File: src/rtl/mem_wb_stage.sv
// MEM/WB pipeline stage: write-back select, register-file write port and forwarding bus.
// Define RETIRE_COUNT_EN to build the 64-bit retired-instruction counter; otherwise instret is tied to 0.
module mem_wb_stage #(
  parameter int OPERAND_WIDTH  = 32,
  parameter int REG_ADDR_WIDTH = 5
) (
  input  logic                      clk,
  input  logic                      rst,
  input  logic                      mem_valid,
  input  logic [OPERAND_WIDTH-1:0]  mem_alu_result,
  input  logic [31:0]               mem_data,
  input  logic [OPERAND_WIDTH-1:0]  mem_pc_plus4,
  input  logic [REG_ADDR_WIDTH-1:0] mem_rd,
  input  logic                      mem_reg_write,
  input  logic [1:0]                mem_wb_sel,
  input  logic                      stall,
  input  logic                      flush,
  output logic                      rf_we,
  output logic [REG_ADDR_WIDTH-1:0] rf_waddr,
  output logic [OPERAND_WIDTH-1:0]  rf_wdata,
  output logic                      fwd_valid,
  output logic [REG_ADDR_WIDTH-1:0] fwd_rd,
  output logic [OPERAND_WIDTH-1:0]  fwd_data,
  output logic [63:0]               instret
);

  typedef enum logic [1:0] {
    SEL_ALU  = 2'b00,
    SEL_LOAD = 2'b01,
    SEL_PC4  = 2'b10,
    SEL_RSVD = 2'b11
  } wb_sel_e;

  logic                      r_wb_valid;
  logic                      r_wb_reg_write;
  logic [REG_ADDR_WIDTH-1:0] r_wb_rd;
  logic [OPERAND_WIDTH-1:0]  r_wb_data;
  logic                      r_wb_written;

  logic [OPERAND_WIDTH-1:0]  w_wb_data;
  logic                      w_live_dest;
  logic                      w_rf_we;

  // NOTE: assign a default before the case so every path drives the mux and no latch is inferred.
  always_comb begin
    w_wb_data = mem_alu_result;
    case (wb_sel_e'(mem_wb_sel))
      SEL_LOAD: w_wb_data = OPERAND_WIDTH'(mem_data);
      SEL_PC4:  w_wb_data = mem_pc_plus4;
      default:  w_wb_data = mem_alu_result;
    endcase
  end

  assign w_live_dest = r_wb_valid & r_wb_reg_write & (r_wb_rd != '0);
  assign w_rf_we     = w_live_dest & ~r_wb_written;

  // NOTE: sequential state uses non-blocking assignments so every flop samples pre-edge values.
  always_ff @(posedge clk or negedge rst) begin
    if (!rst) begin
      r_wb_valid     <= 1'b0;
      r_wb_reg_write <= 1'b0;
      r_wb_rd        <= '0;
      r_wb_data      <= '0;
      r_wb_written   <= 1'b0;
    end else if (flush) begin
      r_wb_valid <= 1'b0;
    end else if (stall) begin
      // A held entry remembers it already wrote so the regfile sees it exactly once.
      if (w_rf_we) r_wb_written <= 1'b1;
    end else begin
      r_wb_valid     <= mem_valid;
      r_wb_reg_write <= mem_reg_write;
      r_wb_rd        <= mem_rd;
      r_wb_data      <= w_wb_data;
      r_wb_written   <= 1'b0;
    end
  end

  assign rf_we     = w_rf_we;
  assign rf_waddr  = r_wb_rd;
  assign rf_wdata  = r_wb_data;
  assign fwd_valid = w_live_dest;
  assign fwd_rd    = r_wb_rd;
  assign fwd_data  = r_wb_data;

`ifdef RETIRE_COUNT_EN
  logic        r_wb_counted;
  logic [63:0] r_instret;
  logic        w_retire;

  // An entry retires in its first valid cycle, whether or not it writes rd.
  assign w_retire = r_wb_valid & ~r_wb_counted;

  always_ff @(posedge clk or negedge rst) begin
    if (!rst) begin
      r_wb_counted <= 1'b0;
      r_instret    <= '0;
    end else begin
      if (w_retire) r_instret <= r_instret + 64'd1;
      if (!flush) begin
        if (stall) r_wb_counted <= 1'b1;
        else       r_wb_counted <= 1'b0;
      end
    end
  end

  assign instret = r_instret;
`else
  assign instret = '0;
`endif

endmodule

File: config.mk
export PLATFORM = sky130hd
export DESIGN_NAME = mem_wb_stage
export DESIGN_NICKNAME = d
export VERILOG_FILES = /design/src/rtl/mem_wb_stage.sv
export SDC_FILE = /design/constraint.sdc
export NUM_CORES = 1
export LEC_CHECK = 0
export CAP_MARGIN = 40
export CORE_MARGIN = 1.5
export CORE_UTILIZATION = 30
export DETAILED_ROUTE_END_ITERATION = 8
export GPL_TIMING_DRIVEN = 0
export HOLD_SLACK_MARGIN = 0.03
export PLACE_DENSITY = 0.84
export SYNTH_ARGS = -nofsm -noshare
export SYNTH_HDL_FRONTEND = slang
export SYNTH_SLANG_ARGS = --single-unit
File: constraint.sdc
create_clock -name clk -period 1.45 [get_ports clk]
set_input_delay 0.29 -clock clk [delete_from_list [all_inputs] [get_ports clk]]
set_output_delay 0.29 -clock clk [all_outputs]
set_load 0.01 [all_outputs]
Word-level counts from Yosys, hierarchy flattened
Cells that the tools add are included. Widths: inputs -> output; s select.

Bits in registers: 40. Output and inout port bits: 140. Word-level logic and storage cells: 23.

Bitwise logic cells: 6. Reduce and logical (&&, ||, !) cells: 3. Mux-type cells: 5. Equality and inequality tests: 4.

Operator list (number): $pmux 32 s2 (1); $reduce_bool 5->1 (1); $mux 1 (4); $ne 2x1->1 const B (2); $reduce_and 2->1 (2); $and 1x1->1 (3); $not 1->1 (3); $eq 2x1->1 const B (1); $eq 2x2->1 const B (1).

Logic depth before layout (Yosys ltp)
Depth after elaboration: 5. Depth in mapped cells: 7.

Worst setup path after synthesis
OpenSTA, ideal clock, no wires.

Path kind: input-to-reg. From: input mem_wb_sel[0]. To: register r_wb_data[0], in the netlist fwd_data[0]. Arrival time: 1469 ps. Stages: 7. Path buffers: 3. Path slack: -105 ps. Setup time: 86 ps. Path through: inv_1 -> ha_1 -> buf_6 -> or3_4 -> buf_6 -> buf_6 -> o221ai_2.

Word-level cells in the longest chain between the ends: 2. Elaborated cells between the ends (all ways): 3.

RTL lines: start: declaration (RTL line 15) `input logic [1:0] mem_wb_sel,`; $eq 2x2->1 / $eq 2x1->1 (equally long branches) (RTL line 47) `case (wb_sel_e'(mem_wb_sel))`; $pmux 32 s2 * (RTL line 47); end signal: assignment (RTL line 74) `r_wb_data <= w_wb_data;`; end: declaration (RTL line 37) `logic [OPERAND_WIDTH-1:0] r_wb_data;`.

Mark *: on every way between the ends. The rest lies on a longest branch, timed or not. A chain may end at the register's enable or synchronous reset.

Worst setup path after layout
From: register r_wb_rd[4], in the netlist fwd_rd[4]. To: output rf_we.

Word-level cells in the longest chain between the ends: 3.

RTL lines: start: declaration (RTL line 36) `logic [REG_ADDR_WIDTH-1:0] r_wb_rd;`; start signal: assignment (RTL line 73) `r_wb_rd <= mem_rd;`; $reduce_bool 5->1 (RTL line 54) `assign w_live_dest = r_wb_valid & r_wb_reg_write & (r_wb_rd != '0);`; $and 1x1->1 (RTL line 54); $and 1x1->1 (RTL line 55) `assign w_rf_we = w_live_dest & ~r_wb_written;`; end: declaration (RTL line 18) `output logic rf_we,`.

No other way between the ends.

==> run_results.csv <==
group,metric,value,unit
outcome,status,"finished, violations left",
outcome,violations,"setup timing",
detailed_routing,drt-total-wl,10200,um
critical_path,cp_max_fo,2,
synthesis,netlist_instances,314,
place,dp_hpwl,8010,um
critical_path,rrSetupSlack,-50,ps
synthesis,synth_top_area_share,33.1,%
synthesis,netlist_top_cells_count,"101 x buf_4, 64 x nand2_1, 40 x dfrtp_1, 32 x a22oi_1, 30 x o221ai_2",
power_and_ir_drop,power.leakage,2.77,nW
timing,hold_viol_final,0,
detailed_routing,viasPerCell,4.30,
synthesis,synth_edf_count,0,
synthesis,yosysWarningCount,0,
finish,drive_gt1_share,33.0,%
synthesis,ys_types,22,
detailed_routing,drtIter0Drc,60,
synthesis,synth_ff_type,"dfrtp_1",
detailed_routing,met2WireLength,5300,um
detailed_routing,drc,0,
global_routing,grt-ovfl-total,0,
power_and_ir_drop,fin_total_pwr,4.26,mW
synthesis,syn_area,3020,um2
power_and_ir_drop,clkPwrFrac,18.6,%
timing,fin_crit,2000,ps
timing,slew-limit-headroom,65.7,%
place,dpl-instance-area,5310,um2
global_routing,track_usage,17.4,%
die,std_cell_rows,36,
critical_path,path_buf_inv,2,
detailed_routing,wl_met3,781,um
critical_path,cpPeakStageDelay,540,ps
hold_path,hold_path.class,"primary input to register",
die,start_util,30.9,%
clock_network,clk_pin_slew,90,ps
critical_path,crit_chain,"or4_4 > o211ai_2 > buf_4 > nor2_2 > buf_2",
clock_network,htreeDepth,2,
synthesis,yosysSeqAreaShare,33.1,%
critical_path,cp-start-kind,"register",
power_and_ir_drop,pwr-share-comb,47.9,%
timing,drv_slew,0,
die,core,9770,um2
synthesis,yosys.area.top_type,"dfrtp_1",
critical_path,critPathArrivalTime,1710,ps
timing,tightest_slew,515,ps
power_and_ir_drop,power_switching,1.40,mW
timing,tns,-1120,ps
place,gp_congestion,0.747,
finish,fin_util,56.1,%
timing,fmax,0.499,GHz
die,ios,249,
detailed_routing,top_layer,"met4",
timing,setup_viol,3,
finish,area_growth_syn_to_layout,81.7,%
die,die_y,103,um
global_routing,grt_pass1_vias,3019,
timing,worst_slack,-555,ps
detailed_routing,ant_nets,0,
finish,num_antenna_cells,0,
timing,rsz0062_at_grt,"yes",
die,die-area,10700,um2
finish,nNetsFinal,698,
critical_path,cp_slowest_cell,"or4_4",
finish,fin_area,5490,um2
critical_path,path_delay_family,"simple AND/OR/NAND/NOR gates",
global_routing,grt_first_pass_wirelength,14500,um
critical_path,worstPathRequired,1160,ps
detailed_routing,via_count,3098,
clock_network,root_buffer,"clkbuf_8",
clock_network,cts_sinks,40,
place,io_buffer_count,184,
detailed_routing,firstDrtPassIters,4,
power_and_ir_drop,seq_power_share,33.5,%
power_and_ir_drop,ir_drop,0.389,mV
synthesis,synth_most_common_cell,"buf_4",
detailed_routing,met1Wirelength,3950,um
job,drv_cap,0,
clock_network,clkLatencyLatePin,290,ps
timing,period_share,138,%
detailed_routing,wl_per_cell,14.1,um
power_and_ir_drop,power.internal,2.86,mW
synthesis,synth_seq_cells,40,
synthesis,synthTopCellsByArea,"dfrtp_1 33%, buf_4 25%, o221ai_2 15%",
power_and_ir_drop,sw_frac_of_total,32.9,%
place,numPlacedInstances,695,
power_and_ir_drop,power_density,777,nW/um2
clock_network,numCtsBuffers,5,
finish,instances_no_fill,721,
clock_network,clk_path_buf_depth,2,
critical_path,critical_path_class,"register to output port",
clock_network,tritoncts,"yes",
synthesis,ys_async_sr_fraction,100,%
global_routing,grt_max_degree,23,
synthesis,avgSynthCellArea,9.62,um2
die,die_x,103,um
global_routing,antenna_found_initial,0,
critical_path,crit_path_end_kind,"output port",
timing,finClkSkew,0.896,ps
==> repair_timing <==
action,4_1_cts,5_1_grt
hold buffers,1,0
pin swaps,1,3
setup endpoints to repair,114,41
gates resized for setup,110,16
endpoints found under the hold margin,18,0
setup buffers,16,1
cloned,0,1
==> flip-flops by register name (all words and copies together), names as in the netlist <==
| register | flops |
|---|---|
| r_wb_reg_write | 1 |
| fwd_rd | 5 |
| r_wb_written | 1 |
| r_wb_valid | 1 |
| fwd_data | 32 |
==> kinds of logic (layout without fill, tap and decap cells) <==
family	after synthesis	in the layout	share of synthesized area, %
AOI/OAI and AO/OA	67	67	24.2
other	1	64	0.124
adders and majority gates	2	2	0.828
buffers and inverters	128	339	30.1
muxes	7	7	2.57
and+or+nand+nor	69	69	9.03
DFF	40	40	33.1
==> cells in the final DEF, fill, tap and decap left out, drive strengths merged <==
cell | netlist | layout
a21oi | 1 | 1
conb | 1 | 64
nor2 | 2 | 2
o211ai | 1 | 1
mux2 | 6 | 6
a22oi | 32 | 32
buf | 114 | 138
clkdlybuf4s15 | 0 | 2
ha | 2 | 2
dfrtp | 40 | 40
clkbuf | 9 | 19
or4 | 1 | 1
nand2 | 64 | 64
o21ai | 1 | 1
or3 | 1 | 1
o221ai | 32 | 32
inv | 5 | 5
or2 | 1 | 1
dlygate4sd2 | 0 | 68
clkinv | 0 | 2
dlymetal6s2s | 0 | 1
mux2i | 1 | 1
clkdlybuf4s50 | 0 | 103
dlygate4sd3 | 0 | 1
==> power by group through the flow <==
stage	Clock (mW)	Sequential [mW]	Combinational, mW
floorplan	0	1.51	0.964
global placement	0	1.46	2.10
detailed placement	0	1.46	2.16
CTS	0.824	1.43	2.03
global route	0.865	1.45	2.21
finish	0.795	1.43	2.04
==> tightest hold or removal path, cell delays in order <==
cell	delay, ps
dlymetal6s2s_1	140
mux2i_1	90
nor2_1	70
==> per-layer routing <==
metal	GRT usage (%)	vias to the layer above
li1	-	1483
met5	0	-
met4	4.05	0
met2	32.5	158
met1	20.3	1442
met3	3.70	15
==> area by class of cell <==
cell class / instances / area, um2
Inverter: 5 / 18.8
Tap cell: 133 / 166
Multi-Input combinational cell: 209 / 1380
Timing Repair Buffer: 204 / 1910
Sequential cell: 40 / 1000
Clock inverter: 2 / 10.0
Fill cell: 860 / 4290
Clock buffer: 6 / 82.6
Buffer: 122 / 918
==> path summary, 6_finish.rpt <==
path                                start              to  cells past startpoint
min reg2reg                r_wb_reg_write  r_wb_reg_write                      1
min in group asynchronous             rst     fwd_data[0]                      2
max in group asynchronous             rst    fwd_data[13]                      3
max                             fwd_rd[4]           rf_we                      5
min                                 stall      r_wb_valid                      3
max reg2reg                     fwd_rd[4]    r_wb_written                      5
==> per-stage QoR <==
step	setup slack (ps)	hold slack, ps
floorplan	-53.7	-5.59
global placement	-930	494
detailed placement	-661	288
CTS	-559	341
global route	-627	364
finish	-555	339
Power figures use the tool's default switching activity.
